[src/rtl/single_port_ram_pkg.sv]
// rtl/single_port_ram_pkg.sv - default geometry of the scratch RAM
// Blocks that size buffers against this RAM import these instead of repeating numbers.
package single_port_ram_pkg;
    localparam int SPR_DATA_WIDTH = 8;
    localparam int SPR_ADDR_WIDTH = 4;
endpackage

[src/rtl/single_port_ram.sv]
// rtl/single_port_ram.sv - flop-based single-port RAM, write-first, registered read data
// Port order matches legacy positional instantiations (clk, we, addr, din, dout).
module single_port_ram
    import single_port_ram_pkg::*;
#(
    parameter int DATA_WIDTH = SPR_DATA_WIDTH,
    parameter int ADDR_WIDTH = SPR_ADDR_WIDTH
) (
    input  logic                  clk,
    input  logic                  we,
    input  logic [ADDR_WIDTH-1:0] addr,
    input  logic [DATA_WIDTH-1:0] din,
    output logic [DATA_WIDTH-1:0] dout,
    input  logic                  rst_n
);

    localparam int DEPTH = 2 ** ADDR_WIDTH;

    logic [DATA_WIDTH-1:0] mem_q [DEPTH];
    logic [DATA_WIDTH-1:0] dout_q;
    logic [DATA_WIDTH-1:0] dout_d;

    // Write-first: a write cycle forwards din rather than the stale word.
    always_comb begin
        dout_d = mem_q[addr];
        if (we) begin
            dout_d = din;
        end
    end

    always_ff @(posedge clk or negedge rst_n) begin
        if (!rst_n) begin
            for (int i = 0; i < DEPTH; i++) begin
                mem_q[i] <= '0;
            end
            dout_q <= '0;
        end else begin
            if (we) begin
                mem_q[addr] <= din;
            end
            dout_q <= dout_d;
        end
    end

    assign dout = dout_q;

endmodule

[config.mk]
export PLATFORM = sky130hd
export DESIGN_NAME = single_port_ram
export DESIGN_NICKNAME = d
export VERILOG_FILES = /design/src/rtl/single_port_ram_pkg.sv /design/src/rtl/single_port_ram.sv
export SDC_FILE = /design/constraint.sdc
export NUM_CORES = 1
export LEC_CHECK = 0
export ABC_AREA = 1
export CORE_MARGIN = 3
export CORE_UTILIZATION = 65
export CTS_CLUSTER_SIZE = 8
export DETAILED_ROUTE_END_ITERATION = 8
export GPL_TIMING_DRIVEN = 0
export HOLD_SLACK_MARGIN = 0.1
export PLACE_DENSITY = 0.84
export RECOVER_POWER = 100
export SLEW_MARGIN = 15
export SYNTH_ARGS = -nofsm -noshare
export SYNTH_HDL_FRONTEND = slang
export SYNTH_SLANG_ARGS = --single-unit
[constraint.sdc]
create_clock -name clk -period 2.7 [get_ports clk]
set_input_delay 0.27 -clock clk [delete_from_list [all_inputs] [get_ports clk]]
set_output_delay 0.27 -clock clk [all_outputs]
set_load 0.03 [all_outputs]
# After elaboration in Yosys (flattened, before gate mapping)
# Index checks and enable logic that the tools add are counted.
# classes
bitwise_logic	1
n_lt_le_gt_ge	2
add_sub_neg	0
n_eq_ne	0
n_mux	7
n_reduce_logical	1
n_div	0
shifts	0
multipliers	0
# op_table
op	n
$bwmux W128	1
$bmux W8 S4	1
$demux W8 S4	1
$mux W8	4
$ge A5 B5 Y1 const B	1
$lt A5 B1 Y1 const B	1
$not A4 Y5	1
$logic_and A1 B1 Y1	1
# totals
romBits	0
mem_count	0
output_inout_bits	8
ramBits	0
ff_bits	136
latch_bits	0
elab_cells	28

# Logic depth before layout (Yosys ltp)
# Gate-level depths: netlist of the first run.
# depth
word_depth	6
ltp_mapped	11

# Worst setup path after synthesis of the first run
# No wires, ideal clock.
# synth_path
kind	input to register
from	input addr[1]
to	register mem_q[101] (netlist bit)
slack_ns	1.378
cell_stages	7
required_ns	2.569
setup_time_ns	0.131
arrival_time_ns	1.191
path_cell_list	buf_2 inv_2 nor3_2 nand2_1 clkbuf_1 nand2_1 o21ai_0
# synth_via
elab_chain_len	6
# synth_lines
element	line_no	source
start, declared	single_port_ram.sv:11	input logic [ADDR_WIDTH-1:0] addr,
$not A4 Y5 (not written as such) *	single_port_ram.sv:39	mem_q[addr] <= din;
$ge A5 B5 Y1 (not written as such) or $lt A5 B1 Y1 (tied branches)	single_port_ram.sv:39	
$logic_and A1 B1 Y1 (not written as such)	single_port_ram.sv:39	
$mux W8 (not written as such)	single_port_ram.sv:39	
$demux W8 S4 *	single_port_ram.sv:39	
$bwmux W128 *	single_port_ram.sv:39	
end signal, assigned by index	single_port_ram.sv:39	
end, declared	single_port_ram.sv:19	logic [DATA_WIDTH-1:0] mem_q [DEPTH];
# Every way passes the cells marked *; elsewhere a longest branch is shown, timed or not.
# A chain may end at the register's enable or synchronous reset.

# Worst setup path after layout of the first run
# layout_path
from	input addr[0]
to	register mem_q[65] (netlist bit)
# The elaborated chain is that of the path after synthesis.

==> results.py, run 1 <==
metrics = {
    "clock_network": {
        "cts_tree": "yes",
        "clk_pin_slew_worst_paths_ns": 0.06,
        "worstSkewPairLatency_ns": 0.54,
        "cts_max_level": 4,
        "numClockSinks": 136,
        "postCtsSetupRepairBufs": 0,
        "clock_path_buffers": 2,
        "cts_resized": 0,
        "clk_root_buffer_cell": "clkbuf_8",
        "numCtsBuffers": 17,
    },
    "worst_setup_path": {
        "crit_fanout": 10,
        "start_kind": "primary input",
        "rr_startpoint": "mem_q[93]",
        "worstSetupEndpointType": "register",
        "reg2regPathDepth": 8,
        "reg2reg_slack_ns": 1.47,
        "r2r_end": "dout[5]",
        "path_class": "in -> reg",
        "cp.required_ns": 3.14,
        "worstPathArrival_ns": 2.53,
    },
    "sta": {
        "slew_headroom": 0.223,
        "setup_tns_ns": 0,
        "worst_pin_slew_ns": 1.17,
        "finalSetupViolCount": 0,
        "max_freq_mhz": 479,
        "drv_slew": 0,
        "rsz0062_at_grt": "false",
        "holdWs_ns": 0.368,
        "period_needed_ns": 2.09,
        "period_share": 0.773,
        "final_hold_viol_count": 0,
        "skew_ns": 0.00573,
    },
    "route": {
        "drcViolationCount": 0,
        "first_pass_iters": 6,
        "routed_wl_um": 19400,
        "drtIter0Drc": 599,
        "final_antenna_net_count": 0,
        "wl_per_cell_um": 19.5,
        "via_per_inst": 5.95,
        "vias": 5903,
    },
    "floorplanning": {
        "die_width_um": 104,
        "initial_core_util": 0.674,
        "dieArea_um2": 10900,
        "fp.dieH_um": 104,
        "core_area_um2": 9330,
        "pin_count": 23,
        "num_rows": 35,
    },
    "final_layout": {
        "area_growth_pct": 14.6,
        "drive_gt1_frac": 0.0614,
        "final_cells": 992,
        "fill_cells": 682,
        "layout.nets": 866,
        "fin_util": 0.772,
        "n_antenna_cell": 0,
        "design_area_um2": 7200,
    },
    "power_and_ir_drop": {
        "max-vdd-ir-drop_mv": 0.486,
        "power_density_nw_per_um2": 850,
        "leakagePower_nw": 3.54,
    },
    "hold_path": {
        "hp-start": "din[7]",
        "min_path_type": "in -> reg",
        "hold_path_end": "dout[7]",
        "hold_depth": 3,
    },
    "grt": {
        "antenna_found_initial": 0,
        "grt_max_degree": 92,
        "grt_pass1_wl_um": 31200,
        "overflow": 0,
        "first_global_vias": 5885,
        "gr-usage-all-layers": 0.377,
    },
    "synthesis": {
        "synth_cells": 809,
        "synth_warnings": 0,
        "synth_cell_types": 16,
        "synth_area_um2": 6290,
        "ys_ff_latch": 136,
        "syn-mean-instance-area_um2": 7.77,
        "yosysSeqAreaShare": 0.541,
        "syn-num-nets": 824,
    },
    "placed_design": {
        "placedCellCount": 960,
        "dpl.hpwl_um": 12700,
        "portBuffers": 21,
        "gp_congestion": 0.972,
        "postPlaceCellArea_um2": 6690,
    },
    "run": {
        "cap_violations": 0,
    },
    "status": {
        "outcome": "completed",
    },
}
==> where the power goes <==
group	internal, mW	switching (mW)
sequential	2.47	0.264
clock	1.45	0.905
combinational	0.376	0.658
==> placed cells by master (no fill, tap or decap), drive strengths merged <==
master	Yosys	final
clkdlybuf4s50	0	10
nand4	9	9
clkinvlp	0	4
dlygate4sd3	0	11
clkinv	2	6
bufinv	0	3
nand3	44	44
buf	32	24
clkbuf	19	49
inv	15	15
a21oi	48	48
dfrtp	136	136
o21ai	80	80
nand2	340	340
nor3	3	3
nor2	81	81
==> through the flow <==
stage	power, mW	setup slack, ns
after floorplan	3.37	1.38
after global placement	3.69	-3.66
after detailed placement	3.76	0.477
after CTS	6.11	0.871
after global routing	6.40	0.473
final	6.13	0.614
==> layout make-up <==
cell class / count / area [um2] / share of cell area
clock inverter: 11 / 148 / 0.0205
timing repair buffer: 23 / 243 / 0.0337
sequential: 136 / 3400 / 0.472
clock buffer: 20 / 445 / 0.0618
buffer: 51 / 223 / 0.0309
inverter: 17 / 63.8 / 0.00886
tap: 129 / 161 / 0.0224
multi-input combinational: 605 / 2520 / 0.349
==> flip-flops by register name, summed over array words and instances, names as in the netlist <==
| signal | cells |
|---|---|
| mem_q | 128 |
| dout | 8 |
==> critical path, cell delays in order <==
cell and delay, ns:
dlygate4sd3_1 0.66, clkinv_1 0.11, nor3_1 0.53, nand2_1 0.36, clkbuf_1 0.32, o21ai_0 0.27
==> logic make-up after synthesis <==
| group | count (synthesis) | share of synthesized area |
|---|---|---|
| flops | 136 | 0.541 |
| simple gates | 477 | 0.307 |
| compound gates | 128 | 0.102 |
| buf+inv | 68 | 0.0494 |
==> layer usage <==
metal / vias to the layer above / share of wire / GRT usage
li1: 2662 / - / -
met1: 2797 / 0.39 / 0.506
met2: 382 / 0.44 / 0.546
met3: 62 / 0.13 / 0.133
met4: 0 / 0.040 / 0.184
met5: - / 0 / 0
==> what timing repair did <==
action                                  CTS  global route
hold endpoints to repair                 45             0
hold buffers                              1             0
endpoints found under the setup margin    0             0
==> worst max path at each step <==
| stage | end | cells past startpoint | slack (ns) | start |
|---|---|---|---|---|
| floorplan | mem_q[101] | 7 | 1.38 | addr[1] |
| global placement | mem_q[2] | 1 | -3.66 | rst_n |
| detailed placement | mem_q[59] | 7 | 0.48 | we |
| CTS | dout[2] | 1 | 0.87 | dout[2] |
| global route | mem_q[85] | 9 | 0.47 | we |
| finish | mem_q[65] | 6 | 0.61 | addr[0] |
==> Yosys cell counts <==
library cell | count | area share
inv_2 | 4 | 0.0024
nor2_1 | 75 | 0.045
dfrtp_1 | 136 | 0.54
a21oi_1 | 48 | 0.038
nand2_1 | 340 | 0.20
o21ai_0 | 80 | 0.064
clkinv_1 | 2 | 0.0012
nand3_1 | 44 | 0.035
nor2_4 | 6 | 0.011
buf_4 | 8 | 0.0096
nor3_2 | 3 | 0.0048
nand4_1 | 9 | 0.0090
inv_1 | 11 | 0.0066
clkbuf_1 | 19 | 0.011
buf_2 | 20 | 0.016
buf_1 | 4 | 0.0024
(Power assumes the default switching activity.)
==> inputs of run 2 (changes only) <==
- CORE_UTILIZATION: 65 -> 61
- PLACE_DENSITY: 0.84 -> 0.8
- clock period: 2.7 -> 2.2 ns (I/O delays scaled with it)
==> run 2 against run 1 <==
Against the previous run: wire length rose by 0.70%; first-iteration DRC count rose by 37%; final cell count rose by 0.50%; sequential power rose by 22%; total power rose by 22%; sequential cell count did not move; sequential share of layout area barely moved; clock power rose by 20%; die area rose by 6.2%; non-clock buffer count did not move; critical endpoint is now mem_q[90]; largest power group unchanged.
==> results.py, run 2 (synthesis results as in run 1) <==
metrics = {
    "worst_setup_path": {
        "cp_top_family": "buffers and inverters",
        "crit_chain": "dlygate4sd3_1, inv_1, buf_2, nor3_2, nand2_1, buf_4, o21ai_0",
        "start_kind": "primary input",
        "worstSetupEndpointType": "register",
        "crit_slowest_cell": "dlygate4sd3_1",
        "crit_fanout": 10,
        "critical-path-max-stage-delay_ns": 0.52,
        "cp.required_ns": 2.58,
        "path_class": "in -> reg",
        "worstPathArrival_ns": 2.51,
        "crit_buf_inv": 4,
    },
    "route": {
        "routed_wl_um": 19500,
        "drcViolationCount": 0,
        "wl_per_cell_um": 19.6,
        "first_pass_iters": 6,
        "vias": 5978,
        "drtIter0Drc": 818,
        "final_antenna_net_count": 0,
        "via_per_inst": 6.00,
    },
    "placed_design": {
        "gp_congestion": 0.965,
        "dpl.hpwl_um": 12400,
        "portBuffers": 21,
        "placedCellCount": 964,
    },
    "sta": {
        "drv_slew": 0,
        "period_needed_ns": 2.13,
        "worst_pin_slew_ns": 1.34,
        "slew_headroom": 0.105,
        "holdWs_ns": 0.322,
        "setup_tns_ns": 0,
        "finalSetupViolCount": 0,
        "final_hold_viol_count": 0,
        "skew_ns": 0.0113,
        "period_share": 0.969,
        "max_freq_mhz": 469,
        "rsz0062_at_grt": "false",
    },
    "final_layout": {
        "layout.nets": 866,
        "fill_cells": 776,
        "regMostFlops": "mem_q",
        "final_cells": 997,
        "layout_commonest_cell": "nand2_1",
        "drive_gt1_frac": 0.0660,
        "n_antenna_cell": 0,
        "fin_util": 0.727,
        "area_growth_pct": 14.7,
        "largest_reg_flops": 128,
        "layout_common_cells": "nand2_1 (340), dfrtp_1 (136), nor2_1 (81)",
    },
    "clock_network": {
        "cts_tree": "yes",
        "clk_root_buffer_cell": "clkbuf_8",
        "cts_max_level": 4,
        "worstSkewPairLatency_ns": 0.55,
        "numClockSinks": 136,
        "clock_path_buffers": 2,
        "clk_pin_slew_worst_paths_ns": 0.07,
        "numCtsBuffers": 17,
    },
    "grt": {
        "first_global_vias": 5834,
        "overflow": 0,
        "gr-usage-all-layers": 0.357,
        "antenna_found_initial": 0,
        "grt_max_degree": 85,
        "grt_pass1_wl_um": 30600,
    },
    "power_and_ir_drop": {
        "leakagePower_nw": 3.55,
        "fin_total_pwr_mw": 7.46,
        "power_density_nw_per_um2": 1030,
        "internal_power_mw": 5.24,
        "p_comb_frac": 0.170,
        "switchingPower_mw": 2.22,
        "max-vdd-ir-drop_mv": 0.896,
        "swShare": 0.297,
        "seqPwrFrac": 0.449,
        "p_clk_frac": 0.381,
    },
    "floorplanning": {
        "die_width_um": 108,
        "fp.dieH_um": 108,
        "initial_core_util": 0.634,
        "num_rows": 36,
        "core_area_um2": 9910,
        "pin_count": 23,
        "dieArea_um2": 11600,
    },
    "hold_path": {
        "min_path_type": "in -> reg",
    },
    "run": {
        "cap_violations": 0,
    },
    "status": {
        "outcome": "completed",
    },
}
[run 2: cell count changes in the layout (fill, tap and decap cells not counted)]
cell | previous run | this run
clkbuf_2 | 1 | 4
clkbuf_1 | 29 | 26
buf_2 | 16 | 15
clkinv_1 | 3 | 2
inv_1 | 13 | 14
inv_6 | 1 | 0
clkbuf_8 | 3 | 2
clkinv_2 | 2 | 5
buf_4 | 3 | 4
[run 2: cell type report]
| type | count | area, um2 | area share |
|---|---|---|---|
| inverters | 17 | 63.8 | 0.00885 |
| repair buffers | 23 | 243 | 0.0337 |
| flip-flops and latches | 136 | 3400 | 0.472 |
| plain buffers | 51 | 229 | 0.0318 |
| clock inverters | 13 | 154 | 0.0214 |
| clock buffers | 19 | 432 | 0.0599 |
| multi-input cells | 605 | 2520 | 0.349 |
| well taps | 133 | 166 | 0.0231 |
[run 2: stage by stage]
step | cell area [um2] | setup WS [ns]
3_3_place_gp | 6660 | -4.19
4_1_cts | 7290 | 0.283
2_1_floorplan | 6290 | 0.928
5_1_grt | 7210 | 0.129
3_5_place_dp | 6690 | -0.0385
6_report | 7210 | 0.0681
[run 2: power by group through the flow]
| stage | clock [mW] | sequential (mW) | combinational, mW |
|---|---|---|---|
| final | 2.84 | 3.35 | 1.27 |
| after global routing | 2.94 | 3.40 | 1.43 |
| after CTS | 2.84 | 3.34 | 1.27 |
| after detailed placement | 0 | 3.36 | 1.24 |
| after global placement | 0 | 3.34 | 1.18 |
| after floorplan | 0 | 3.31 | 0.823 |
[run 2: routing by layer]
metal	vias to the layer above	track usage	wire length, um
met5	-	0	0
met4	0	0.159	794
met3	73	0.110	2220
met2	397	0.543	8800
met1	2839	0.475	7700
li1	2669	-	-
[run 2: what timing repair did]
| action | in CTS | in global routing |
|---|---|---|
| buffers inserted | 0 | 0 |
| hold buffers | 1 | 0 |
| resized for setup | 0 | 0 |
| hold endpoints to repair | 56 | 0 |
[run 2: worst paths after layout]
path                             from         end  slack (ns)  cells past startpoint
min                            din[3]     dout[3]        0.32                      3
min reg2reg                mem_q[106]  mem_q[106]        0.49                      2
max in group asynchronous       rst_n   mem_q[14]        0.64                      3
min in group asynchronous       rst_n   mem_q[84]        0.50                      2
max reg2reg                 mem_q[93]     dout[5]        1.01                      8
max                                we   mem_q[90]        0.07                      7
[run 2: worst reg2reg max path, delay by kind of cell (launching register included)]
family           cells  cell delay (ns)
and+or+nand+nor      8             0.66
DFF                  1             0.42
==> inputs of run 3 (changes only) <==
- CAP_MARGIN: not set -> 20
==> run 3 against run 2 <==
Against the previous run: register-to-register slack hardly changed; final area did not move; die area unchanged; final cell count stayed put; via count unchanged; hold slack is the same; utilization unchanged.
==> results.py, run 3 (synthesis results as in run 1) <==
metrics = {
    "route": {
        "final_antenna_net_count": 0,
        "drcViolationCount": 0,
        "via_per_inst": 6.00,
        "wl_per_cell_um": 19.6,
        "drtIter0Drc": 818,
        "vias": 5978,
        "first_pass_iters": 6,
        "routed_wl_um": 19500,
    },
    "clock_network": {
        "cts_max_level": 4,
        "clk_root_buffer_cell": "clkbuf_8",
        "postCtsSetupRepairBufs": 0,
        "numClockSinks": 136,
        "numCtsBuffers": 17,
        "clock_path_buffers": 2,
        "cts_tree": "yes",
        "worstSkewPairLatency_ns": 0.55,
        "clk_pin_slew_worst_paths_ns": 0.07,
    },
    "grt": {
        "gr-usage-all-layers": 0.357,
        "first_global_vias": 5834,
        "grt_max_degree": 85,
        "overflow": 0,
        "antenna_found_initial": 0,
        "grt_pass1_wl_um": 30600,
    },
    "floorplanning": {
        "die_width_um": 108,
        "dieArea_um2": 11600,
        "pin_count": 23,
        "core_area_um2": 9910,
        "initial_core_util": 0.634,
        "fp.dieH_um": 108,
        "num_rows": 36,
    },
    "status": {
        "outcome": "completed",
    },
    "power_and_ir_drop": {
        "power_density_nw_per_um2": 1030,
        "max-vdd-ir-drop_mv": 0.896,
        "leakagePower_nw": 3.55,
        "fin_total_pwr_mw": 7.46,
    },
    "final_layout": {
        "layout_common_cells": "nand2_1 (340), dfrtp_1 (136), nor2_1 (81)",
        "n_antenna_cell": 0,
        "layout.nets": 866,
        "fill_cells": 776,
        "final_cells": 997,
        "drive_gt1_frac": 0.0660,
        "design_area_um2": 7210,
        "layout_commonest_cell": "nand2_1",
        "largest_reg_flops": 128,
        "area_growth_pct": 14.7,
        "regMostFlops": "mem_q",
    },
    "sta": {
        "rsz0062_at_grt": "false",
        "final_hold_viol_count": 0,
        "max_freq_mhz": 469,
        "skew_ns": 0.0113,
        "setup_ws_ns": 0.0681,
        "period_needed_ns": 2.13,
        "worst_pin_slew_ns": 1.34,
        "period_share": 0.969,
        "finalSetupViolCount": 0,
        "slew_headroom": 0.105,
        "drv_slew": 0,
        "holdWs_ns": 0.322,
    },
    "hold_path": {
        "min_path_type": "in -> reg",
    },
    "worst_setup_path": {
        "worstPathArrival_ns": 2.51,
        "cp.required_ns": 2.58,
        "crit_fanout": 10,
        "start_kind": "primary input",
        "worstSetupEndpointType": "register",
        "path_class": "in -> reg",
    },
    "placed_design": {
        "postPlaceCellArea_um2": 6690,
        "gp_congestion": 0.965,
        "dpl.hpwl_um": 12400,
        "preCtsSetupSlack_ns": -0.0385,
        "placedCellCount": 964,
        "portBuffers": 21,
    },
    "run": {
        "cap_violations": 0,
    },
}
## run 3: cell counts in the layout (fill, tap and decap cells not counted)
Identical to the previous run, type by type.
## run 3: power by group
| part | switching, mW | internal (mW) |
|---|---|---|
| registers | 0.316 | 3.03 |
| logic | 0.805 | 0.462 |
| clock network | 1.10 | 1.75 |
## run 3: what timing repair did
item / in CTS / in global routing
endpoints found under the setup margin: 0 / 0
hold buffers: 1 / 0
resized for setup: 0 / 0
hold endpoints to repair: 56 / 0
## run 3: worst paths after layout
kind	slack (ns)	endpoint	cells after the start	from
min in group asynchronous	0.50	mem_q[84]	2	rst_n
hold / removal	0.32	dout[3]	3	din[3]
setup / recovery	0.07	mem_q[90]	7	we
max in group asynchronous	0.64	mem_q[14]	3	rst_n
hold reg to reg	0.49	mem_q[106]	2	mem_q[106]
setup reg to reg	1.01	dout[5]	8	mem_q[93]
## run 3: layer usage
metal / vias to the layer above / global-route usage / share of wire
li1: 2669 / - / -
met1: 2839 / 0.475 / 0.39
met2: 397 / 0.543 / 0.45
met3: 73 / 0.110 / 0.11
met4: 0 / 0.159 / 0.041
met5: - / 0 / 0
## run 3: area by class of cell
cell class	count	area, um2	share of cell area
Multi-Input combinational cell	605	2520	0.349
Timing Repair Buffer	23	243	0.0337
Sequential cell	136	3400	0.472
Buffer	51	229	0.0318
Tap cell	133	166	0.0231
Clock inverter	13	154	0.0214
Inverter	17	63.8	0.00885
Clock buffer	19	432	0.0599
## run 3: critical path, cell delays in order
cell,delay (ns)
dlygate4sd3_1,0.52
inv_1,0.06
buf_2,0.20
nor3_2,0.43
nand2_1,0.30
buf_4,0.25
o21ai_0,0.51
## run 3: stage by stage
step | setup TNS, ns | util
floorplan | 0 | -
global placement | -568.68 | 0.672
detailed placement | -0.0999 | 0.675
CTS | 0 | 0.735
global route | 0 | 0.727
finish | 0 | 0.727
